===== src/rtl/placement_controller_if.sv =====
// Placement controller bus: game control, buttons, cursor readback,
// cursor commands and placement results.
interface placement_controller_if;
  logic       start;
  logic       game_over;
  logic       btn_up;
  logic       btn_down;
  logic       btn_left;
  logic       btn_right;
  logic       btn_confirm;
  logic [2:0] i_actual;
  logic [2:0] j_actual;
  logic       cell_occupied;
  logic [2:0] i_next;
  logic [2:0] j_next;
  logic       enable;
  logic       place_valid;
  logic [2:0] place_i;
  logic [2:0] place_j;
  logic       player;
  logic       place_error;
  logic       turn_timeout;
  logic [1:0] state;

  modport master (
    output start, game_over,
    output btn_up, btn_down, btn_left, btn_right, btn_confirm,
    output i_actual, j_actual, cell_occupied,
    input  i_next, j_next, enable,
    input  place_valid, place_i, place_j,
    input  player, place_error, turn_timeout, state
  );

  modport slave (
    input  start, game_over,
    input  btn_up, btn_down, btn_left, btn_right, btn_confirm,
    input  i_actual, j_actual, cell_occupied,
    output i_next, j_next, enable,
    output place_valid, place_i, place_j,
    output player, place_error, turn_timeout, state
  );
endinterface


===== src/rtl/placement_controller.sv =====
// Turn and cursor sequencer: button edges to cursor commands,
// placement validation, player alternation and turn timeout.
module placement_controller #(
  parameter int BOARD_N        = 6,
  parameter int TIMEOUT_CYCLES = 50_000_000
) (
  input logic                   clk,
  input logic                   rst,
  placement_controller_if.slave pc_if
);

  typedef enum logic [1:0] {
    IDLE  = 2'd0,
    COLOC = 2'd1,
    CHECK = 2'd2,
    PLACE = 2'd3
  } state_e;

  localparam int          TW    = $clog2(TIMEOUT_CYCLES);
  localparam logic [TW-1:0] TLAST = TW'(TIMEOUT_CYCLES - 1);
  localparam logic [2:0]  MAXC  = 3'(BOARD_N - 1);

  state_e        state_q, state_d;
  logic [TW-1:0] timer_q, timer_d;
  logic          player_q, player_d;
  logic [2:0]    i_next_q, i_next_d;
  logic [2:0]    j_next_q, j_next_d;
  logic          enable_q, enable_d;
  logic          pvalid_q, pvalid_d;
  logic          perr_q, perr_d;
  logic          tout_q, tout_d;
  logic [2:0]    place_i_q, place_i_d;
  logic [2:0]    place_j_q, place_j_d;
  logic [4:0]    btn_prev_q;

  logic [4:0] btn;
  logic [4:0] ev;
  logic [4:0] act;
  logic       oor;

  function automatic logic [2:0] dec_w(input logic [2:0] v);
    return (v == 3'd0) ? MAXC : v - 3'd1;
  endfunction

  function automatic logic [2:0] inc_w(input logic [2:0] v);
    return (v == MAXC) ? 3'd0 : v + 3'd1;
  endfunction

  assign btn = {pc_if.btn_right, pc_if.btn_left, pc_if.btn_down,
                pc_if.btn_up, pc_if.btn_confirm};
  assign ev  = btn & ~btn_prev_q;
  // lowest set bit wins: confirm > up > down > left > right
  assign act = ev & (~ev + 5'd1);
  assign oor = ({1'b0, pc_if.i_actual} >= 4'(BOARD_N)) ||
               ({1'b0, pc_if.j_actual} >= 4'(BOARD_N));

  always_comb begin
    state_d   = state_q;
    timer_d   = timer_q;
    player_d  = player_q;
    i_next_d  = i_next_q;
    j_next_d  = j_next_q;
    enable_d  = 1'b0;
    pvalid_d  = 1'b0;
    perr_d    = 1'b0;
    tout_d    = 1'b0;
    place_i_d = place_i_q;
    place_j_d = place_j_q;

    if (pc_if.game_over) begin
      state_d = IDLE;
    end else begin
      unique case (state_q)
        IDLE: begin
          if (pc_if.start) begin
            state_d  = COLOC;
            player_d = 1'b0;
            timer_d  = '0;
            i_next_d = 3'd0;
            j_next_d = 3'd0;
            enable_d = 1'b1;
          end
        end
        COLOC: begin
          timer_d = timer_q + TW'(1);
          if (timer_q == TLAST) begin
            tout_d   = 1'b1;
            player_d = ~player_q;
            timer_d  = '0;
            i_next_d = 3'd0;
            j_next_d = 3'd0;
            enable_d = 1'b1;
          end else begin
            unique case (1'b1)
              act[0]: begin
                place_i_d = pc_if.i_actual;
                place_j_d = pc_if.j_actual;
                state_d   = CHECK;
              end
              act[1]: begin
                i_next_d = dec_w(pc_if.i_actual);
                j_next_d = pc_if.j_actual;
                enable_d = 1'b1;
              end
              act[2]: begin
                i_next_d = inc_w(pc_if.i_actual);
                j_next_d = pc_if.j_actual;
                enable_d = 1'b1;
              end
              act[3]: begin
                i_next_d = pc_if.i_actual;
                j_next_d = dec_w(pc_if.j_actual);
                enable_d = 1'b1;
              end
              act[4]: begin
                i_next_d = pc_if.i_actual;
                j_next_d = inc_w(pc_if.j_actual);
                enable_d = 1'b1;
              end
              default: ;
            endcase
            if (|act[4:1] && oor) begin
              i_next_d = 3'd0;
              j_next_d = 3'd0;
            end
          end
        end
        CHECK: begin
          if (pc_if.cell_occupied) begin
            perr_d  = 1'b1;
            state_d = COLOC;
          end else begin
            pvalid_d = 1'b1;
            state_d  = PLACE;
          end
        end
        PLACE: begin
          player_d = ~player_q;
          timer_d  = '0;
          i_next_d = 3'd0;
          j_next_d = 3'd0;
          enable_d = 1'b1;
          state_d  = COLOC;
        end
        default: state_d = IDLE;
      endcase
    end
  end

  always_ff @(posedge clk or negedge rst) begin
    if (!rst) begin
      state_q    <= IDLE;
      timer_q    <= '0;
      player_q   <= 1'b0;
      i_next_q   <= 3'd0;
      j_next_q   <= 3'd0;
      enable_q   <= 1'b0;
      pvalid_q   <= 1'b0;
      perr_q     <= 1'b0;
      tout_q     <= 1'b0;
      place_i_q  <= 3'd0;
      place_j_q  <= 3'd0;
      btn_prev_q <= 5'd0;
    end else begin
      state_q    <= state_d;
      timer_q    <= timer_d;
      player_q   <= player_d;
      i_next_q   <= i_next_d;
      j_next_q   <= j_next_d;
      enable_q   <= enable_d;
      pvalid_q   <= pvalid_d;
      perr_q     <= perr_d;
      tout_q     <= tout_d;
      place_i_q  <= place_i_d;
      place_j_q  <= place_j_d;
      btn_prev_q <= btn;
    end
  end

  assign pc_if.i_next       = i_next_q;
  assign pc_if.j_next       = j_next_q;
  assign pc_if.enable       = enable_q;
  assign pc_if.place_valid  = pvalid_q;
  assign pc_if.place_i      = place_i_q;
  assign pc_if.place_j      = place_j_q;
  assign pc_if.player       = player_q;
  assign pc_if.place_error  = perr_q;
  assign pc_if.turn_timeout = tout_q;
  assign pc_if.state        = state_q;

endmodule


===== src/flat_wrapper.sv =====
// flat-port wrapper written by rule: the top's interface ports become plain ports
module placement_controller_flat 
#(
  parameter int BOARD_N        = 6,
  parameter int TIMEOUT_CYCLES = 50_000_000
)
  (clk, rst, pc_if_start, pc_if_game_over, pc_if_btn_up, pc_if_btn_down, pc_if_btn_left, pc_if_btn_right, pc_if_btn_confirm, pc_if_i_actual, pc_if_j_actual, pc_if_cell_occupied, pc_if_i_next, pc_if_j_next, pc_if_enable, pc_if_place_valid, pc_if_place_i, pc_if_place_j, pc_if_player, pc_if_place_error, pc_if_turn_timeout, pc_if_state);
  placement_controller_if pc_if_i ();
  input logic clk;
  input logic rst;
  input wire logic [$bits(pc_if_i.start)-1:0] pc_if_start;
  input wire logic [$bits(pc_if_i.game_over)-1:0] pc_if_game_over;
  input wire logic [$bits(pc_if_i.btn_up)-1:0] pc_if_btn_up;
  input wire logic [$bits(pc_if_i.btn_down)-1:0] pc_if_btn_down;
  input wire logic [$bits(pc_if_i.btn_left)-1:0] pc_if_btn_left;
  input wire logic [$bits(pc_if_i.btn_right)-1:0] pc_if_btn_right;
  input wire logic [$bits(pc_if_i.btn_confirm)-1:0] pc_if_btn_confirm;
  input wire logic [$bits(pc_if_i.i_actual)-1:0] pc_if_i_actual;
  input wire logic [$bits(pc_if_i.j_actual)-1:0] pc_if_j_actual;
  input wire logic [$bits(pc_if_i.cell_occupied)-1:0] pc_if_cell_occupied;
  output wire logic [$bits(pc_if_i.i_next)-1:0] pc_if_i_next;
  output wire logic [$bits(pc_if_i.j_next)-1:0] pc_if_j_next;
  output wire logic [$bits(pc_if_i.enable)-1:0] pc_if_enable;
  output wire logic [$bits(pc_if_i.place_valid)-1:0] pc_if_place_valid;
  output wire logic [$bits(pc_if_i.place_i)-1:0] pc_if_place_i;
  output wire logic [$bits(pc_if_i.place_j)-1:0] pc_if_place_j;
  output wire logic [$bits(pc_if_i.player)-1:0] pc_if_player;
  output wire logic [$bits(pc_if_i.place_error)-1:0] pc_if_place_error;
  output wire logic [$bits(pc_if_i.turn_timeout)-1:0] pc_if_turn_timeout;
  output wire logic [$bits(pc_if_i.state)-1:0] pc_if_state;
  assign pc_if_i.start = pc_if_start;
  assign pc_if_i.game_over = pc_if_game_over;
  assign pc_if_i.btn_up = pc_if_btn_up;
  assign pc_if_i.btn_down = pc_if_btn_down;
  assign pc_if_i.btn_left = pc_if_btn_left;
  assign pc_if_i.btn_right = pc_if_btn_right;
  assign pc_if_i.btn_confirm = pc_if_btn_confirm;
  assign pc_if_i.i_actual = pc_if_i_actual;
  assign pc_if_i.j_actual = pc_if_j_actual;
  assign pc_if_i.cell_occupied = pc_if_cell_occupied;
  assign pc_if_i_next = pc_if_i.i_next;
  assign pc_if_j_next = pc_if_i.j_next;
  assign pc_if_enable = pc_if_i.enable;
  assign pc_if_place_valid = pc_if_i.place_valid;
  assign pc_if_place_i = pc_if_i.place_i;
  assign pc_if_place_j = pc_if_i.place_j;
  assign pc_if_player = pc_if_i.player;
  assign pc_if_place_error = pc_if_i.place_error;
  assign pc_if_turn_timeout = pc_if_i.turn_timeout;
  assign pc_if_state = pc_if_i.state;
  placement_controller #(.BOARD_N(BOARD_N), .TIMEOUT_CYCLES(TIMEOUT_CYCLES)) u_core (.clk(clk), .rst(rst), .pc_if(pc_if_i));
endmodule

===== config.mk =====
export PLATFORM = sky130hd
export DESIGN_NAME = placement_controller_flat
export DESIGN_NICKNAME = d
export VERILOG_FILES = /design/src/rtl/placement_controller_if.sv /design/src/rtl/placement_controller.sv /design/src/flat_wrapper.sv
export SDC_FILE = /design/constraint.sdc
export NUM_CORES = 1
export LEC_CHECK = 0
export BUFFER_PORTS_ARGS = -buffer_cell sky130_fd_sc_hd__buf_2
export CORE_UTILIZATION = 25
export CTS_BUF_LIST = sky130_fd_sc_hd__clkbuf_16
export DETAILED_ROUTE_END_ITERATION = 6
export PLACE_DENSITY = 0.43
export SYNTH_ARGS = -nofsm -noshare
export SYNTH_HDL_FRONTEND = slang
export SYNTH_SLANG_ARGS = --single-unit

===== constraint.sdc =====
create_clock -name clk -period 2 [get_ports clk]
set_input_delay 0.3 -clock clk [delete_from_list [all_inputs] [get_ports clk]]
set_output_delay 0.3 -clock clk [all_outputs]
set_load 0.01 [all_outputs]

==> results.txt <==
status = complete, but fails checks
failing checks = hold timing
Row Count = 38
WHS = -0.0131 ns
dominant cells by area after synthesis = dfrtp_1 45%, xnor2_1 4.4%, nor2_1 4.1%
gr ovfl total = 0
vias in the first global route = 2,135
Synthesized Nets = 305
power per cell area = 712 mW/mm^2
clk_lat worst skew = 0.29 ns
Peak Freq = 541 MHz
die area = 0.0117 sq mm
drt total wl = 6780 um
r2r startpoint = u_core.timer_q[11]
Final min period = 1.85 ns
Worst Path Max Fanout = 6
CTS H-tree lvls = 2
first-pass GRT wire length = 11,400 um
worst slew pin tran = 0.493 ns
initial core utilization = 25.8%
drt wl/cell = 14.3 um
EDFF count, synth = 0
Ant. Diodes = 0
CTS Buffer Depth = 2
clock-pin slew on the worst setup and hold paths = 0.07 ns
die span in y = 108 um
area occupied by multi-input gates = 0.00148 sq mm
Reg area = 0.00125 sq mm
Synth Flop Type = dfrtp_1
clock root cell = clkbuf_16
layout cells sized above 1 = 25.1%
Yosys warnings = 0
initial antenna violation count = 0
hpwl dp = 4830 um
clk sinks = 50
worst ir drop on vdd = 0.440 mV
# nets final = 356
worst flop-to-flop path endpoint = u_core.pc_if.j_next[0]
Worst Hold Class = in -> async
Final GP Congestion = 0.771
IO Count = 35
Core ar. = 0.0109 sq mm
top cells by count, synth = 50 x dfrtp_1, 31 x nor2_1, 24 x nand2_1, 15 x nand3_1, 14 x xnor2_1
Async SR Flop Fraction = 100%
Cells after Synth = 282
post-synthesis sequential area ratio = 44.6%
Final Hold Fails = 13
most common cell in the netlist = dfrtp_1
WP data arrival = 2.03 ns
port bufs = 34
Cell Area, Synth = 0.00281 sq mm
Pwr Total = 2.44 mW
largest area contributor in the netlist = dfrtp_1
CTS tree = built
Setup Viol. Count Final = 0
routed vias = 2,230
Num CTS Buffers = 5
largest net degree at the start of global routing = 51
relative slew slack = 66.6%
Worst Path Required = 2.18 ns
die width = 108 um
Routed Antenna Nets = 0
Setup Crit Path Kind = reg -> reg
fillers = 1,143
initial drt markers = 106
drc violations = 0
Layout area overhead = 22.2%
setup TNS = 0 ns
Leak Pwr = 1.52 nW
Hold Buf Count CTS = 0
RSZ-0062 raised after global routing = no
Setup Skew = 0.00717 ns
flop and latch count out of synthesis = 50
CP Capture Type = flop
Avg Inst Size Synth = 9.96 sq um
first-pass detailed-route iteration total = 4
CP startpoint kind = flop
worst reg2reg path depth = 6
max_cap viols = 0
count of pins over their slew limit = 0
top-area cell type share of the netlist area = 44.6%
GRT Total Usage = 12.8%
drt via density = 4.70
Yosys cell types = 60
reg-to-reg slack, setup = 0.15 ns
Final Cycle Share = 92.3%
==> sequential cells by signal, summed over array words and instances, names as in the netlist <==
name,cells
u_core.pc_if.place_error,1
u_core.pc_if.place_j,3
u_core.btn_prev_q,5
u_core.pc_if.j_next,3
u_core.pc_if.i_next,3
u_core.pc_if.turn_timeout,1
u_core.pc_if.enable,1
u_core.pc_if.state,2
u_core.pc_if.place_valid,1
u_core.pc_if.place_i,3
u_core.timer_q,26
u_core.pc_if.player,1
==> layout by cell type (no fill, tap or decap), drive strengths merged, types with 2 or more instances in the layout <==
| cell | count |
|---|---|
| mux2 | 7 |
| and3 | 5 |
| or3 | 3 |
| clkinv | 2 |
| nand3 | 16 |
| o22ai | 3 |
| and4bb | 2 |
| nand2b | 5 |
| clkbuf | 5 |
| inv | 11 |
| a21o | 2 |
| a22o | 7 |
| dfrtp | 50 |
| a21oi | 9 |
| o2bb2ai | 4 |
| mux2i | 3 |
| nor4 | 9 |
| xnor2 | 14 |
| nand4 | 6 |
| nand2 | 24 |
| o21ai | 11 |
| nor2b | 7 |
| o211ai | 2 |
| nor2 | 32 |
| buf | 55 |
| ha | 7 |
| nor3 | 9 |
| o41ai | 2 |
| and4 | 3 |
==> area by class of cell <==
cell class	count	area share (%)
clock buffers	5	3.65
well taps	140	5.10
inverters	10	1.09
flip-flops and latches	50	36.5
multi-input cells	211	43.1
clock inverters	3	0.365
repair buffers	55	10.3
==> worst max path at each step <==
stage / start / end / cells past startpoint
global route: u_core.pc_if.state[1] / u_core.timer_q[23] / 8
detailed placement: u_core.timer_q[0] / u_core.pc_if.place_i[1] / 6
CTS: u_core.timer_q[0] / u_core.pc_if.place_i[1] / 6
global placement: u_core.timer_q[0] / u_core.pc_if.place_i[0] / 6
finish: u_core.timer_q[11] / u_core.pc_if.j_next[0] / 6
floorplan: u_core.timer_q[0] / u_core.pc_if.place_i[0] / 7
==> per-stage QoR <==
step	hold slack, ns	area [sq um]	utilization (%)	cells	setup slack [ns]
2_1_floorplan	0.00441	2810	-	282	0.119
3_3_place_gp	0.323	3270	30.0	465	0.0401
3_5_place_dp	0.322	3270	30.0	465	0.0344
4_1_cts	0.00757	3400	31.3	473	0.0254
5_1_grt	0.0189	3430	31.5	474	0.0211
6_report	-0.0131	3430	31.5	474	0.153
==> what timing repair did <==
| action | 4_1_cts | 5_1_grt |
|---|---|---|
| endpoints found under the setup margin | 0 | 32 |
| gates resized for setup | 0 | 5 |
| buffers inserted | 0 | 1 |
==> critical path, cell delays in order (launching register included) <==
cell and delay (ns):
dfrtp_1 0.41, and4bb_1 0.38, nand4_4 0.16, o21ai_4 0.18, buf_4 0.16, o21ai_1 0.16, a22o_1 0.28
==> report_power, final <==
part	total, mW	leakage, nW	switching [mW]	internal [mW]
clock	0.823	0.0724	0.369	0.453
sequential	1.15	0.670	0.0545	1.09
combinational	0.473	0.779	0.256	0.217
==> kinds of logic after synthesis <==
family	count (synthesis)	synth area share, %
AO/OA/AOI/OAI	50	12.7
multiplexers	10	4.68
flip-flops	50	44.6
XOR/XNOR	15	4.68
AND/OR/NAND/NOR	129	26.7
adder cells (fa/ha/maj)	7	3.12
buffers and inverters	21	3.57
==> routing by layer <==
layer	GRT usage, %	part of all wire, %
met5	0	0
met4	4.99	1.8
met3	2.53	3.1
met2	20.0	45
met1	17.3	50
Power figures use the tool's default switching activity.
